`src/rtl/threshold_reset_monitor_pkg.sv`:
```
// threshold_reset_monitor_pkg: shared enums for the threshold reset monitor
package threshold_reset_monitor_pkg;
  typedef enum logic {WINDOW = 1'b0, EXACT = 1'b1} mode_e;
  typedef enum logic {IDLE = 1'b0, ARMED = 1'b1} ch_state_e;
endpackage

```
`src/rtl/threshold_reset_monitor_if.sv`:
```
// threshold_reset_monitor_if: control inputs and result outputs of the monitor
interface threshold_reset_monitor_if
  import threshold_reset_monitor_pkg::*;
#(
  parameter int NUM_CH = 2,
  parameter int WIDTH = 4,
  parameter int CNT_W = 8,
  parameter int CH_W = NUM_CH > 1 ? $clog2(NUM_CH) : 1
);
  logic enable;
  mode_e mode;
  logic [WIDTH-1:0] threshold;
  logic [NUM_CH*WIDTH-1:0] value;
  logic clear;
  logic [NUM_CH-1:0] pass_pulse;
  logic [NUM_CH-1:0] fail_pulse;
  logic [NUM_CH-1:0] fail_sticky;
  logic [CNT_W-1:0] fail_count;
  logic first_fail_valid;
  logic [CH_W-1:0] first_fail_ch;
  modport master(output enable, mode, threshold, value, clear,
                 input pass_pulse, fail_pulse, fail_sticky, fail_count, first_fail_valid, first_fail_ch);
  modport slave(input enable, mode, threshold, value, clear,
                output pass_pulse, fail_pulse, fail_sticky, fail_count, first_fail_valid, first_fail_ch);
endinterface

```
`src/rtl/threshold_reset_monitor_ch.sv`:
```
// threshold_reset_monitor_ch: one channel's trigger/response check FSM
module threshold_reset_monitor_ch
  import threshold_reset_monitor_pkg::*;
#(
  parameter int WIDTH = 4,
  parameter int DEADLINE = 2
) (
  input  logic clk,
  input  logic rst,
  input  logic enable,
  input  mode_e mode,
  input  logic [WIDTH-1:0] threshold,
  input  logic [WIDTH-1:0] value,
  output logic pass_pulse,
  output logic fail_pulse,
  output logic fail_now
);
  localparam int K_W = $clog2(DEADLINE + 1);
  ch_state_e state, state_n;
  mode_e mode_q, mode_n;
  logic [K_W-1:0] k, k_n, k_inc;
  logic pass_now, trig, due;
  assign trig = enable && value > threshold;
  assign k_inc = k + 1'b1;
  assign due = k_inc == K_W'(DEADLINE);
  // Decide the running check; a fail with value still above threshold re-arms at once
  always_comb begin
    state_n = state;
    k_n = k;
    mode_n = mode_q;
    pass_now = 1'b0;
    fail_now = 1'b0;
    if (state == ARMED) begin
      k_n = k_inc;
      pass_now = value == '0 && (mode_q == WINDOW || due);
      fail_now = due && value != '0;
      if (pass_now || fail_now) state_n = IDLE;
    end
    if (trig && (state == IDLE || fail_now)) begin
      state_n = ARMED;
      k_n = '0;
      mode_n = mode;
    end
    if (!enable) begin
      state_n = IDLE;
      pass_now = 1'b0;
      fail_now = 1'b0;
    end
  end
  // State register and registered result pulses
  always_ff @(posedge clk) begin
    if (rst) begin
      state <= IDLE;
      k <= '0;
      mode_q <= WINDOW;
      pass_pulse <= 1'b0;
      fail_pulse <= 1'b0;
    end else begin
      state <= state_n;
      k <= k_n;
      mode_q <= mode_n;
      pass_pulse <= pass_now;
      fail_pulse <= fail_now;
    end
  end
endmodule

```
`src/rtl/threshold_reset_monitor.sv`:
```
// threshold_reset_monitor: per-channel response checks with fail aggregation
module threshold_reset_monitor
  import threshold_reset_monitor_pkg::*;
#(
  parameter int NUM_CH = 2,
  parameter int WIDTH = 4,
  parameter int DEADLINE = 2,
  parameter int CNT_W = 8
) (
  input logic clk,
  input logic rst,
  threshold_reset_monitor_if.slave bus
);
  localparam int CH_W = NUM_CH > 1 ? $clog2(NUM_CH) : 1;
  localparam int SW = CNT_W + 6;
  logic [NUM_CH-1:0] pass_q, fail_q, fail_now, sticky;
  logic [CNT_W-1:0] count, cnt_base, cnt_n;
  logic [SW-1:0] sum;
  logic [4:0] n_fail;
  logic [CH_W-1:0] low, ff_ch;
  logic ff_valid, valid_base;
  for (genvar i = 0; i < NUM_CH; i++) begin : g_ch
    threshold_reset_monitor_ch #(.WIDTH(WIDTH), .DEADLINE(DEADLINE)) u_ch (
      .clk(clk),
      .rst(rst),
      .enable(bus.enable),
      .mode(bus.mode),
      .threshold(bus.threshold),
      .value(bus.value[i*WIDTH +: WIDTH]),
      .pass_pulse(pass_q[i]),
      .fail_pulse(fail_q[i]),
      .fail_now(fail_now[i])
    );
  end
  // Count this edge's fails, find the lowest failing channel, saturate the total
  always_comb begin
    n_fail = '0;
    low = '0;
    for (int i = NUM_CH - 1; i >= 0; i--) begin
      n_fail = n_fail + 5'(fail_now[i]);
      if (fail_now[i]) low = CH_W'(i);
    end
    cnt_base = bus.clear ? '0 : count;
    valid_base = !bus.clear && ff_valid;
    sum = SW'(cnt_base) + SW'(n_fail);
    cnt_n = sum > SW'({CNT_W{1'b1}}) ? '1 : sum[CNT_W-1:0];
  end
  // Sticky flags, fail total and first-fail capture; new fails win over clear
  always_ff @(posedge clk) begin
    if (rst) begin
      sticky <= '0;
      count <= '0;
      ff_valid <= 1'b0;
      ff_ch <= '0;
    end else begin
      sticky <= (bus.clear ? '0 : sticky) | fail_now;
      count <= cnt_n;
      if (!valid_base && |fail_now) begin
        ff_valid <= 1'b1;
        ff_ch <= low;
      end else if (bus.clear) begin
        ff_valid <= 1'b0;
        ff_ch <= '0;
      end
    end
  end
  assign bus.pass_pulse = pass_q;
  assign bus.fail_pulse = fail_q;
  assign bus.fail_sticky = sticky;
  assign bus.fail_count = count;
  assign bus.first_fail_valid = ff_valid;
  assign bus.first_fail_ch = ff_ch;
endmodule

```
`src/flat_wrapper.sv`:
```
// flat-port wrapper written by rule: the top's interface ports become plain ports
module threshold_reset_monitor_flat import threshold_reset_monitor_pkg::*;
#(
  parameter int NUM_CH = 2,
  parameter int WIDTH = 4,
  parameter int DEADLINE = 2,
  parameter int CNT_W = 8
)
  (clk, rst, bus_enable, bus_mode, bus_threshold, bus_value, bus_clear, bus_pass_pulse, bus_fail_pulse, bus_fail_sticky, bus_fail_count, bus_first_fail_valid, bus_first_fail_ch);
  threshold_reset_monitor_if #(.NUM_CH(NUM_CH), .WIDTH(WIDTH), .CNT_W(CNT_W)) bus_i ();
  input logic clk;
  input logic rst;
  input wire logic [$bits(bus_i.enable)-1:0] bus_enable;
  input wire logic [$bits(bus_i.mode)-1:0] bus_mode;
  input wire logic [$bits(bus_i.threshold)-1:0] bus_threshold;
  input wire logic [$bits(bus_i.value)-1:0] bus_value;
  input wire logic [$bits(bus_i.clear)-1:0] bus_clear;
  output wire logic [$bits(bus_i.pass_pulse)-1:0] bus_pass_pulse;
  output wire logic [$bits(bus_i.fail_pulse)-1:0] bus_fail_pulse;
  output wire logic [$bits(bus_i.fail_sticky)-1:0] bus_fail_sticky;
  output wire logic [$bits(bus_i.fail_count)-1:0] bus_fail_count;
  output wire logic [$bits(bus_i.first_fail_valid)-1:0] bus_first_fail_valid;
  output wire logic [$bits(bus_i.first_fail_ch)-1:0] bus_first_fail_ch;
  assign bus_i.enable = bus_enable;
  assign bus_i.mode = bus_mode;
  assign bus_i.threshold = bus_threshold;
  assign bus_i.value = bus_value;
  assign bus_i.clear = bus_clear;
  assign bus_pass_pulse = bus_i.pass_pulse;
  assign bus_fail_pulse = bus_i.fail_pulse;
  assign bus_fail_sticky = bus_i.fail_sticky;
  assign bus_fail_count = bus_i.fail_count;
  assign bus_first_fail_valid = bus_i.first_fail_valid;
  assign bus_first_fail_ch = bus_i.first_fail_ch;
  threshold_reset_monitor #(.NUM_CH(NUM_CH), .WIDTH(WIDTH), .DEADLINE(DEADLINE), .CNT_W(CNT_W)) u_core (.clk(clk), .rst(rst), .bus(bus_i));
endmodule
```
`config.mk`:
```
export PLATFORM = sky130hd
export DESIGN_NAME = threshold_reset_monitor_flat
export DESIGN_NICKNAME = d
export VERILOG_FILES = /design/src/rtl/threshold_reset_monitor_pkg.sv /design/src/rtl/threshold_reset_monitor_if.sv /design/src/rtl/threshold_reset_monitor_ch.sv /design/src/rtl/threshold_reset_monitor.sv /design/src/flat_wrapper.sv
export SDC_FILE = /design/constraint.sdc
export NUM_CORES = 1
export LEC_CHECK = 0
export CORE_UTILIZATION = 44
export DETAILED_ROUTE_END_ITERATION = 8
export GPL_ROUTABILITY_DRIVEN = 1
export GPL_TIMING_DRIVEN = 1
export PLACE_DENSITY = 0.82
export SLEW_MARGIN = 10
export SYNTH_ARGS = -nofsm -noshare
export SYNTH_HDL_FRONTEND = slang
export SYNTH_SLANG_ARGS = --single-unit
```
`constraint.sdc`:
```
create_clock -name clk -period 2.5 [get_ports clk]
set_input_delay 0.5 -clock clk [delete_from_list [all_inputs] [get_ports clk]]
set_output_delay 0.5 -clock clk [all_outputs]
set_load 0.1 [all_outputs]
```
==> results of run 1 <==
worst max-delay path by stage:
stage	startpoint	end	slack, ps	cells after the start
after floorplan	bus_value[3]	u_core.bus.fail_count[4]$_SDFF_PP0_	-1	10
after global placement	bus_value[5]	u_core.bus.fail_count[7]$_SDFF_PP0_	-400	11
after detailed placement	bus_value[5]	u_core.bus.fail_count[7]$_SDFF_PP0_	-480	11
after CTS	bus_value[5]	u_core.bus.fail_count[7]$_SDFF_PP0_	20	11
after global routing	u_core.g_ch[1].u_ch.k[0]$_SDFFE_PP0P_	u_core.bus.fail_count[6]$_SDFF_PP0_	-10	11
final	bus_enable	u_core.bus.fail_count[6]$_SDFF_PP0_	130	9
area by class of cell:
cell class / count / share of cell area (%)
multi-input combinational: 104 / 44.66
sequential: 24 / 25.59
timing repair buffer: 53 / 22.89
tap: 44 / 2.902
inverter: 14 / 2.770
clock buffer: 3 / 1.187
power by group:
group,switching [mW],leakage (nW),internal [mW],total [mW]
Sequential,0.00530,0.196,0.389,0.395
Clock,0.109,0.0138,0.0564,0.165
Combinational,0.0606,0.629,0.0613,0.122
Total,0.175,0.839,0.507,0.682
state kept, by name, indices dropped and copies added (netlist names):
| register | flops |
|---|---|
| u_core.bus.first_fail_ch | 1 |
| u_core.bus.fail_count | 8 |
| u_core.g_ch.u_ch.pass_pulse | 2 |
| u_core.bus.fail_sticky | 2 |
| u_core.g_ch.u_ch.fail_pulse | 2 |
| u_core.bus.first_fail_valid | 1 |
| u_core.g_ch.u_ch.mode_q | 2 |
| u_core.g_ch.u_ch.k | 4 |
| u_core.g_ch.u_ch.state | 2 |
logic make-up after synthesis:
kind of cell	synth area share [%]
buffers and inverters	7.335
AOI/OAI and AO/OA	16.46
adders and majority gates	14.85
xor gates and xnor gates	3.130
and+or+nand+nor	22.45
muxes	1.431
DFF	34.35
through the flow:
stage | hold WS, ps | cell area, µm² | power, mW | util [%] | setup TNS [ps]
after global placement | 445.5 | 1823 | 0.5185 | 60.21 | -2888
after global routing | 510.2 | 1897 | 0.7209 | 62.64 | -11.06
final | 471.2 | 1897 | 0.6820 | 62.64 | 0
after detailed placement | 453.4 | 1823 | 0.5251 | 60.21 | -3610
after CTS | 481.4 | 1848 | 0.6876 | 61.03 | 0
after floorplan | 449.1 | 1410 | 0.4688 | - | -1.303
per-layer routing:
| layer | vias to the layer above | global-route usage (%) |
|---|---|---|
| met1 | 575 | 21.54 |
| met4 | 0 | 12.24 |
| met5 | - | 0 |
| li1 | 629 | - |
| met3 | 10 | 2.857 |
| met2 | 37 | 36.95 |
repair_timing:
item                       in CTS  in global routing
pin swaps                       4                  9
resized for setup               8                 18
setup endpoints to repair       8                  7
setup buffers                   0                  4
cell usage after synthesis (all sizes together) (2+ instances only):
| cell | count | area (µm²) |
|---|---|---|
| a21oi | 11 | 55.05 |
| o211ai | 4 | 30.03 |
| ha | 15 | 187.7 |
| a2111oi | 2 | 30.03 |
| inv | 14 | 52.55 |
| nor3 | 7 | 35.03 |
| a221oi | 2 | 30.03 |
| a21o | 3 | 23.77 |
| nor2b | 5 | 31.28 |
| nand2 | 9 | 33.78 |
| dfxtp | 24 | 480.5 |
| nand2b | 7 | 46.30 |
| nor4 | 3 | 48.80 |
| nand3 | 3 | 15.01 |
| xnor2 | 4 | 35.03 |
| mux2i | 2 | 20.02 |
| nor2 | 9 | 33.78 |
| buf | 6 | 42.54 |
| nand4 | 3 | 18.77 |
| clkbuf | 2 | 7.510 |
==> flow_metrics.tcl, run 1 <==
set metrics [dict create \
    worstHoldEndpoint "u_core.bus.fail_sticky[0]$_SDFF_PP0_" \
    num_vias 1251 \
    grt_pass1_wl_um 5154 \
    drtIter0Drc 21 \
    rows 20 \
    hold_violations 0 \
    drt-total-wl_um 3203 \
    postLayoutSetupSlackWorst_ps 132.5 \
    worstReg2RegStart "u_core.g_ch[1].u_ch.k[0]$_SDFFE_PP0P_" \
    cts.sinks 24 \
    arrival_ps 2600 \
    top_layer "met4" \
    min_delay_path_depth 1 \
    met3_length_um 139 \
    die_h_um 58.39 \
    place_hpwl_um 2517 \
    r2r_setup_slack_ps 140 \
    core_area_mm2 0.003028 \
    synth_edf_count 0 \
    antenna_cells 0 \
    syn2layout_area_growth_pct 35.60 \
    cp.required_ps 2730 \
    wl_per_cell_um 13.24 \
    critical-path-slowest-cell "clkdlybuf4s50_1" \
    period_share_pct 94.70 \
    num_io_pins 33 \
    syn_area_per_cell_um2 9.326 \
    grtUsageTotal_pct 20.05 \
    ctsHtreeMaxLevel 1 \
    grt_pass1_vias 1260 \
    slew_headroom_pct 71.83 \
    drc 0 \
    clockBufferDepth 2 \
    synthFlopType "dfxtp_1" \
    drive_gt1_share_pct 34.34 \
    wl_met1_um 1368 \
    die-area_mm2 0.003409 \
    cpPeakStageDelay_ps 530 \
    final-seq-area_um2 485.5 \
    maxCapViolations 0 \
    clock_latency_ps 320 \
    status "completed" \
    crit_fanout 4 \
    dp.cells 235 \
    power_density_mw_per_mm2 359.6 \
    netlist_area_mm2 0.001399 \
    synth_cell_types 39 \
    cts_hold_buf 0 \
    most-common-layout-cells "36 x buf_4, 20 x dfxtp_1, 13 x inv_1, 12 x ha_1, 10 x a21oi_1" \
    irDropWorstVdd_v 0.0002960 \
    n_fill_cell 271 \
    worstPathCellList "clkdlybuf4s50_1 > nand2_1 > ha_1 > ha_2 > fa_2 > nand2_2 > buf_6 > nor4bb_1 > nor4_1" \
    fmax_mhz 422.4 \
    min_period_ps 2367 \
    yosysWarningCount 0 \
    min_path_type "reg2reg" \
    antenna_left 0 \
    fp.dieW_um 58.39 \
    r2r_cells 11 \
    numCtsBuffers 3 \
    end_kind "register" \
    startpoint_type "input port" \
    wl_met2_um 1599 \
    firstDrtPassIters 4 \
    fin_cells 242 \
    finalClockSkew_ps 12.82 \
    ys_ff_latch 24 \
    pre_cts_ws_ps -479.0 \
    final_common_cell "buf_4" \
    gp_congestion 0.8896 \
    power.leakage_nw 0.8386 \
    clockRootBuffer "clkbuf_4" \
    netlist_instances 150 \
    report.final.slew_viol_count 0 \
    finalSetupViolCount 0 \
    drt-vias-per-instance 5.169 \
    start_util_pct 46.20 \
    async_reset_ff_share_pct 0 \
    crit_buf_inv 2 \
    grt_max_degree 21 \
    fin_nets 233 \
    antenna_found_initial 0 \
    cts_tree "built" \
    ys_seq_area_share_pct 34.35 \
    path_class "in2reg" \
    io_buffers 32 \
    synth_nets 183 \
    overflow 0 \
    path_clk_slew_ps 130 \
    reg2reg_to "u_core.bus.fail_count[6]$_SDFF_PP0_" \
    tightestPinTransition_ps 422.5 \
    cpLargestDelayFamily "adder cells" \
    hold_start "u_core.bus.fail_sticky[0]$_SDFF_PP0_" \
    multi_input_area_um2 847.1 \
]
(Power assumes the default switching activity.)
==> run 2, diff against run 1 <==
Settings changed: CORE_UTILIZATION 44 to 45, PLACE_DENSITY 0.82 to 0.8.
Clock period 2.5 ns to 2.25 ns, I/O delays scaled along.
==> flow_metrics.tcl, run 2 (synthesis gave the netlist of run 1 again) <==
set metrics [dict create \
    status "complete, but fails checks" \
    violations "design-rule violations" \
    tightestPinTransition_ps 436.8 \
    maxCapViolations 0 \
    antenna_left 0 \
    num_io_pins 33 \
    place_hpwl_um 2595 \
    min_path_type "reg2reg" \
    stdcell_area_mm2 0.002198 \
    firstDrtPassIters 6 \
    hold_violations 0 \
    drtIter0Drc 57 \
    cts.sinks 24 \
    fin_cells 255 \
    report.final.slew_viol_count 0 \
    grt_max_degree 21 \
    startpoint_type "register" \
    crit_fanout 4 \
    io_buffers 32 \
    rows 19 \
    drt-total-wl_um 4303 \
    largest_reg_flops 8 \
    path_clk_slew_ps 140 \
    tns_ps 0 \
    clock_latency_ps 310 \
    fmax_mhz 451.4 \
    n_fill_cell 199 \
    arrival_ps 2420 \
    die_h_um 57.76 \
    min_period_ps 2215 \
    core_area_mm2 0.002853 \
    cp.required_ps 2460 \
    power_density_mw_per_mm2 413.0 \
    wl_per_cell_um 16.87 \
    numCtsBuffers 3 \
    power.leakage_nw 0.9850 \
    syn2layout_area_growth_pct 57.16 \
    finalClockSkew_ps 6.363 \
    place_area_mm2 0.001844 \
    critical-path-slowest-cell "fa_2" \
    drc 4 \
    antenna_cells 0 \
    cts_hold_buf 0 \
    utilization_pct 77.06 \
    crit_path_frequent_cell "ha_4" \
    num_vias 1448 \
    path_class "reg2reg" \
    end_kind "register" \
    cts_tree "built" \
    postLayoutSetupSlackWorst_ps 34.86 \
    worstPathCellList "inv_2 > ha_4 > nand2_4 > nor2_4 > nand2_2 > ha_4 > ha_4 > fa_2 > nand2_2 > nand4b_1 > buf_4 > a21oi_2" \
    slew_headroom_pct 70.88 \
    final-seq-area_um2 485.5 \
    start_util_pct 49.04 \
    antenna_found_initial 0 \
    final_common_cell "buf_4" \
    ctsHtreeMaxLevel 1 \
    most-common-layout-cells "61 x buf_4, 20 x dfxtp_1, 11 x inv_1, 10 x ha_1" \
    drive_gt1_share_pct 50.00 \
    die-area_mm2 0.003336 \
    grt_pass1_vias 1500 \
    finalSetupViolCount 0 \
    period_share_pct 98.45 \
    fin_nets 258 \
    overflow 0 \
    multi_input_area_um2 965.9 \
    drt-vias-per-instance 5.678 \
    timing.hold.ws_ps 478.5 \
    gp_congestion 0.8408 \
    power.total_mw 0.9078 \
    clockRootBuffer "clkbuf_4" \
    clockBufferDepth 2 \
    grt_pass1_wl_um 6603 \
    grtUsageTotal_pct 26.06 \
    irDropWorstVdd_v 0.0003935 \
    rsz0062_at_grt "true" \
    cpPeakStageDelay_ps 390 \
    pre_cts_ws_ps -643.2 \
    dp.cells 227 \
    fp.dieW_um 57.76 \
]
run 2: cell count changes in the layout (fill, tap and decap cells not counted), moves of 3 or more:
| cell | change |
|---|---|
| nand2_4 | +3 |
| a21oi_1 | -3 |
| buf_4 | +25 |
| a21oi_2 | +3 |
| ha_2 | -3 |
| ha_4 | +5 |
| nand2_1 | -3 |
run 2: cell type report:
type / count / share of cell area, %
Tap cell: 31 / 1.764
Clock inverter: 1 / 1.366
Timing Repair Buffer: 78 / 27.43
Sequential cell: 24 / 22.08
Clock buffer: 3 / 1.024
Multi-Input combinational cell: 104 / 43.94
Inverter: 14 / 2.390
run 2: report_power, final:
| part | switching (mW) | leakage, nW | internal (mW) |
|---|---|---|---|
| Combinational | 0.0822 | 0.761 | 0.0747 |
| Clock | 0.132 | 0.0279 | 0.180 |
| Sequential | 0.00632 | 0.196 | 0.433 |
run 2: worst max-delay path: cells and delay by family (launching register included):
| kind | cells | cell delay [ps] |
|---|---|---|
| compound gates | 1 | 60 |
| fa+ha+maj | 4 | 970 |
| buf+inv | 2 | 230 |
| flops | 1 | 350 |
| simple gates | 5 | 520 |
run 2: layer usage:
metal	part of all wire, %	track usage, %	vias up	routed length [µm]
li1	-	-	678	-
met1	38	28.53	694	1656
met2	53	48.84	57	2277
met3	5.5	4.241	19	235
met4	3.1	12.24	0	132
met5	0	0	-	0
run 2: final timing paths:
check                                    endpoint  slack, ps  depth (start not counted)                             startpoint
max           u_core.bus.fail_count[0]$_SDFF_PP0_         30                         12  u_core.g_ch[1].u_ch.k[1]$_SDFFE_PP0P_
min          u_core.bus.fail_sticky[0]$_SDFF_PP0_        480                          1   u_core.bus.fail_sticky[0]$_SDFF_PP0_
max reg2reg   u_core.bus.fail_count[0]$_SDFF_PP0_         30                         12  u_core.g_ch[1].u_ch.k[1]$_SDFFE_PP0P_
min reg2reg  u_core.bus.fail_sticky[0]$_SDFF_PP0_        480                          1   u_core.bus.fail_sticky[0]$_SDFF_PP0_
run 2: repair_timing:
action / 4_1_cts / 5_1_grt
resized for setup: 31 / 27
pin swaps: 13 / 12
buffers inserted: 21 / 3
gates cloned: 0 / 0
endpoints found under the setup margin: 8 / 11
